## config.mk

```make
export PLATFORM = sky130hd
export DESIGN_NAME = pwm_cmd_sched
export DESIGN_NICKNAME = d
export VERILOG_FILES = /design/src/rtl/pwm_cmd_sched.sv
export SDC_FILE = /design/constraint.sdc
export NUM_CORES = 1
export LEC_CHECK = 0
export CORE_ASPECT_RATIO = 1.2
export CORE_UTILIZATION = 53
export CTS_BUF_LIST = sky130_fd_sc_hd__clkbuf_16
export DETAILED_ROUTE_END_ITERATION = 8
export PLACE_DENSITY = 0.78
export SLEW_MARGIN = 20
export SYNTH_ARGS = -nofsm -noshare
export SYNTH_HDL_FRONTEND = slang
export SYNTH_SLANG_ARGS = --single-unit
```

## constraint.sdc

```tcl
create_clock -name clk -period 4.3 [get_ports clk]
set_input_delay 0.86 -clock clk [delete_from_list [all_inputs] [get_ports clk]]
set_output_delay 0.86 -clock clk [all_outputs]
set_load 0.02 [all_outputs]
```

## src/rtl/pwm_cmd_sched.sv

```systemverilog
// Rpm command to PWM duty scheduler: converts rpm to a duty percent and applies it at PWM period boundaries.
// Build option: define PWM_CMD_SLEW_LIMIT_EN to ramp the duty in SLEW_STEP increments instead of one jump.
module pwm_cmd_sched #(
  parameter int PERIOD_W   = 16,
  parameter int RPM_MIN    = 500,
  parameter int DUTY_MAX   = 90,
  parameter int DUTY_SCALE = 655,
  parameter int SLEW_STEP  = 10
) (
  input  logic        clk,
  input  logic        resetn,
  input  logic [15:0] cmd_rpm,
  input  logic        cmd_valid,
  output logic        cmd_ready,
  output logic [15:0] mot_rpm,
  output logic        set,
  output logic        at_target
);

  localparam logic [1:0] IDLE  = 2'd0;
  localparam logic [1:0] WAIT  = 2'd1;
  localparam logic [1:0] ISSUE = 2'd2;

  logic [1:0]          state_q, state_d;
  logic [7:0]          target_q, target_d;
  logic [7:0]          applied_q, applied_d;
  logic [PERIOD_W-1:0] cnt_q, cnt_d;
  logic [15:0]         mot_rpm_q, mot_rpm_d;
  logic                set_q, set_d;

  logic        accept;
  logic        terminal;
  logic [15:0] rpm_excess;
  logic [15:0] pct_raw;
  logic [7:0]  cmd_pct;
  logic [7:0]  step_pct;
  logic [31:0] duty_prod;
  logic [15:0] duty_sat;

  assign cmd_ready = (state_q != ISSUE);
  assign accept    = cmd_valid && cmd_ready;
  assign terminal  = &cnt_q;
  assign at_target = (applied_q == target_q);
  assign mot_rpm   = mot_rpm_q;
  assign set       = set_q;

  always_comb begin
    rpm_excess = cmd_rpm - 16'(RPM_MIN);
    pct_raw    = rpm_excess >> 6;
    if (cmd_rpm <= 16'(RPM_MIN)) begin
      cmd_pct = 8'd0;
    end else if (pct_raw > 16'(DUTY_MAX)) begin
      cmd_pct = 8'(DUTY_MAX);
    end else begin
      cmd_pct = pct_raw[7:0];
    end
  end

`ifdef PWM_CMD_SLEW_LIMIT_EN
  logic [7:0] diff;
  logic [7:0] mag;

  // Step by at most SLEW_STEP; clamping to diff prevents any overshoot.
  always_comb begin
    if (target_q >= applied_q) begin
      diff = target_q - applied_q;
    end else begin
      diff = applied_q - target_q;
    end
    mag = (diff > 8'(SLEW_STEP)) ? 8'(SLEW_STEP) : diff;
    if (target_q >= applied_q) begin
      step_pct = applied_q + mag;
    end else begin
      step_pct = applied_q - mag;
    end
  end
`else
  assign step_pct = target_q;

  // SLEW_STEP has no effect without slew limiting; this block elaborates to nothing.
  if (SLEW_STEP < 0) begin : g_slew_step_unused
  end
`endif

  assign duty_prod = 32'(step_pct) * 32'(DUTY_SCALE);
  assign duty_sat  = (duty_prod > 32'h0000_FFFF) ? 16'hFFFF : duty_prod[15:0];

  always_comb begin
    state_d   = state_q;
    applied_d = applied_q;
    mot_rpm_d = mot_rpm_q;
    set_d     = 1'b0;
    target_d  = accept ? cmd_pct : target_q;
    cnt_d     = set_q ? '0 : cnt_q + 1'b1;
    case (state_q)
      IDLE: begin
        if (applied_q != target_q) state_d = WAIT;
      end
      WAIT: begin
        // A retarget back to the applied duty cancels the pending update.
        if (applied_q == target_q) begin
          state_d = IDLE;
        end else if (terminal) begin
          applied_d = step_pct;
          mot_rpm_d = duty_sat;
          set_d     = 1'b1;
          state_d   = ISSUE;
        end
      end
      ISSUE: begin
        state_d = (applied_q == target_q) ? IDLE : WAIT;
      end
      default: state_d = IDLE;
    endcase
  end

  always_ff @(posedge clk or negedge resetn) begin
    if (!resetn) begin
      state_q   <= IDLE;
      target_q  <= 8'd0;
      applied_q <= 8'd0;
      cnt_q     <= '0;
      mot_rpm_q <= 16'd0;
      set_q     <= 1'b0;
    end else begin
      state_q   <= state_d;
      target_q  <= target_d;
      applied_q <= applied_d;
      cnt_q     <= cnt_d;
      mot_rpm_q <= mot_rpm_d;
      set_q     <= set_d;
    end
  end

endmodule

```

==> qor.yml <==
largest_net_degree_at_the_start_of_global_routing: 44
cellLeakagePower_nw: 2.28
clock_insertion_delay_worst_skew_ns: 0.29
syn_area_um2: 3920
timing.max_cap.violations: 0
cp_data_arrival_time_ns: 4.44
fin_hold_ws_ns: 0.475
global_route_wire_length_before_repair_mm: 13.6
clock.fmax_mhz: 233
cp-start-kind: "register"
grt_antenna_before_repair: 0
post-dp-hpwl_mm: 6.23
row_count: 33
drive_gt1_frac: 0.143
synthesized_area_fraction_occupied_by_xor_and_xnor_cells: 0.0783
numCtsBuffers: 5
drt_drc_violations_left: 0
worst_setup_path_end_kind: "register"
buffer_depth_of_the_longest_clock_path: 2
ys.warnings.count: 0
detailedRoute.firstPassIterationCount: 4
share_of_synthesized_cell_area_in_and_or_nand_and_nor_gates: 0.141
finClkSkew_ns: 0.00736
cts_tree: "done"
total_instance_count_after_detailed_placement: 531
synth_most_common_cell: "ha_1"
wl_per_cell_um: 15.0
grt_pass1_vias: 3032
post_synth_inst_count: 401
post_synth_main_area_contributors: "dfrtp_1, ha_1, fa_1"
crit_required_ns: 4.46
top_level_ports: 38
globalplace.congestion: 0.913
overall_global_routing_usage: 0.228
die_h_um: 96.2
syn-mean-instance-area_um2: 9.76
floorplan.initialDensity: 0.561
clock_sinks: 51
fillCellCount: 521
critical_path_peak_fanout: 8
finalSetupViolations: 0
root_buffer: "clkbuf_16"
routed_via_density: 5.62
antenna-diode-count: 0
fin_nets: 538
netlist-cell-type-count: 57
num_vias: 3040
slew_viol_final: 0
die_width_um: 80.5
route.antenna.remaining_nets: 0
synth_edf_count: 0
synth.area.mux_share: 0.0256
post-synth-top-area-fraction: 0.326
grt_setup_unrepaired: "true"
period_share: 0.997
synth_top_family_by_area: "adder cells"
synthFlopType: "dfrtp_1"
worst_ir_drop_vdd_mv: 0.210
synthArstFlopShare: 1.00
synth.ff_latch_count: 51
multiInputGateArea_um2: 2560
worst_hold_path_type: "register to register"
power-per-cell-area_nw_per_um2: 320
synth.top_cells.by_count: "ha_1, dfrtp_1, inv_1, nor2_1, a21oi_1"
status: "completed"
worst_pin_slew_ns: 0.949
global_route.overflow_total: 0
synth-compound-area-share: 0.138
slew_headroom: 0.367
synth_seq_area_share: 0.326
share_of_synthesized_cell_area_in_full_adder_half_adder_and_majority_cells: 0.238
dieArea_um2: 7740
final.min_clock_period_ns: 4.29
post-synth-top-area-cell: "dfrtp_1"
clk_transition_reported_paths_ns: 0.07
finalHoldViolations: 0
areaGrowthSynthToFinish_pct: 21.9
detail_route.wirelength_mm: 8.13
post_layout_nonfiller_instances: 541
drtIter0Drc: 102
critPathKind: "register to register"
area_taken_by_flip_flops_and_latches_um2: 1280
synth_fp_nets: 486
portBuffers: 37
floorplan.core_area_um2: 6980
htree_levels: 2
tns_ns: 0
## critical path, cell delays in order, from the launching register on
cell      delay [ns]
dfrtp_2         0.41
fa_1            0.57
inv_2           0.04
fa_2            0.53
inv_2           0.04
fa_2            0.52
ha_1            0.23
ha_1            0.36
or2_2           0.32
and3_1          0.18
or3_1           0.35
a221oi_4        0.27
buf_6           0.16
buf_12          0.12
a21oi_1         0.06
## worst paths after layout
check	start	end	slack, ns	cells past startpoint
max	step_pct[6]$_DFFE_PN0P_	mot_rpm[14]$_DFFE_PN0P_	0.01	14
min	cnt_q[0]$_DFF_PN0_	cnt_q[0]$_DFF_PN0_	0.47	1
max reg2reg	step_pct[6]$_DFFE_PN0P_	mot_rpm[14]$_DFFE_PN0P_	0.01	14
min reg2reg	cnt_q[0]$_DFF_PN0_	cnt_q[0]$_DFF_PN0_	0.47	1
max in group asynchronous	resetn	applied_q[1]$_DFFE_PN0P_	2.87	2
min in group asynchronous	resetn	mot_rpm[15]$_DFFE_PN0P_	0.72	1
## layout by cell type, fill, tap and decap left out, types with 4 or more instances in the layout
cell type / netlist / routed
a21o_1: 5 / 5
a21oi_1: 28 / 20
a21oi_2: 2 / 9
a31oi_1: 4 / 4
and3_1: 4 / 4
buf_4: 1 / 14
clkbuf_16: 0 / 5
clkdlybuf4s50_1: 0 / 36
dfrtp_1: 51 / 49
fa_1: 14 / 11
ha_1: 52 / 49
inv_1: 42 / 40
mux2_2: 8 / 8
nand2_1: 19 / 19
nand3_1: 9 / 8
nand4_1: 9 / 9
nor2_1: 40 / 40
nor3_1: 5 / 5
o21ai_0: 12 / 9
or3_1: 5 / 4
xnor2_1: 17 / 17
xor2_1: 18 / 18
## per-stage QoR
step	total power, mW	setup WS, ns	instance area [um2]	utilization
6_report	1.53	0.0146	4770	0.684
3_5_place_dp	1.09	-0.0189	4510	0.647
3_3_place_gp	1.07	0.0666	4510	0.647
5_1_grt	1.62	-0.142	4770	0.684
2_1_floorplan	0.937	-0.0566	3970	-
4_1_cts	1.49	0.00603	4710	0.675
## flip-flops by register name (all words and copies together), names as in the netlist
signal,count
state_q,2
cnt_q,16
step_pct,8
mot_rpm,16
set,1
applied_q,8
## per-layer routing
layer  GRT usage  vias to the layer above  share of wire
met5           0                        -              0
met2       0.402                       56           0.51
met3      0.0275                       18          0.027
met4      0.0744                        0          0.023
li1            -                     1503              -
met1       0.288                     1463           0.44
## cell type report
type | count | share of cell area
clock inverters | 3 | 0.00367
multi-input cells | 299 | 0.536
well taps | 87 | 0.0228
repair buffers | 54 | 0.111
inverters | 42 | 0.0330
flip-flops and latches | 51 | 0.268
clock buffers | 5 | 0.0262
## cells by family (layout without fill, tap and decap cells)
family / Yosys count / count (layout)
multiplexers: 9 / 9
adder cells (fa/ha/maj): 66 / 66
flip-flops: 51 / 51
XOR/XNOR: 35 / 35
AO/OA/AOI/OAI: 80 / 80
AND/OR/NAND/NOR: 109 / 109
buffers and inverters: 51 / 104
## timing repair
action                     in CTS  in global routing
gates cloned                    1                  0
resized for setup               4                 16
buffers inserted                1                  0
setup endpoints to repair      14                 16
pin swaps                       2                  6
hold buffers                    0                  0
## power by group
part	switching, mW	internal (mW)	total, mW
registers	0.00211	0.483	0.486
logic	0.383	0.279	0.662
clock network	0.164	0.213	0.377
(Power assumes the default switching activity.)
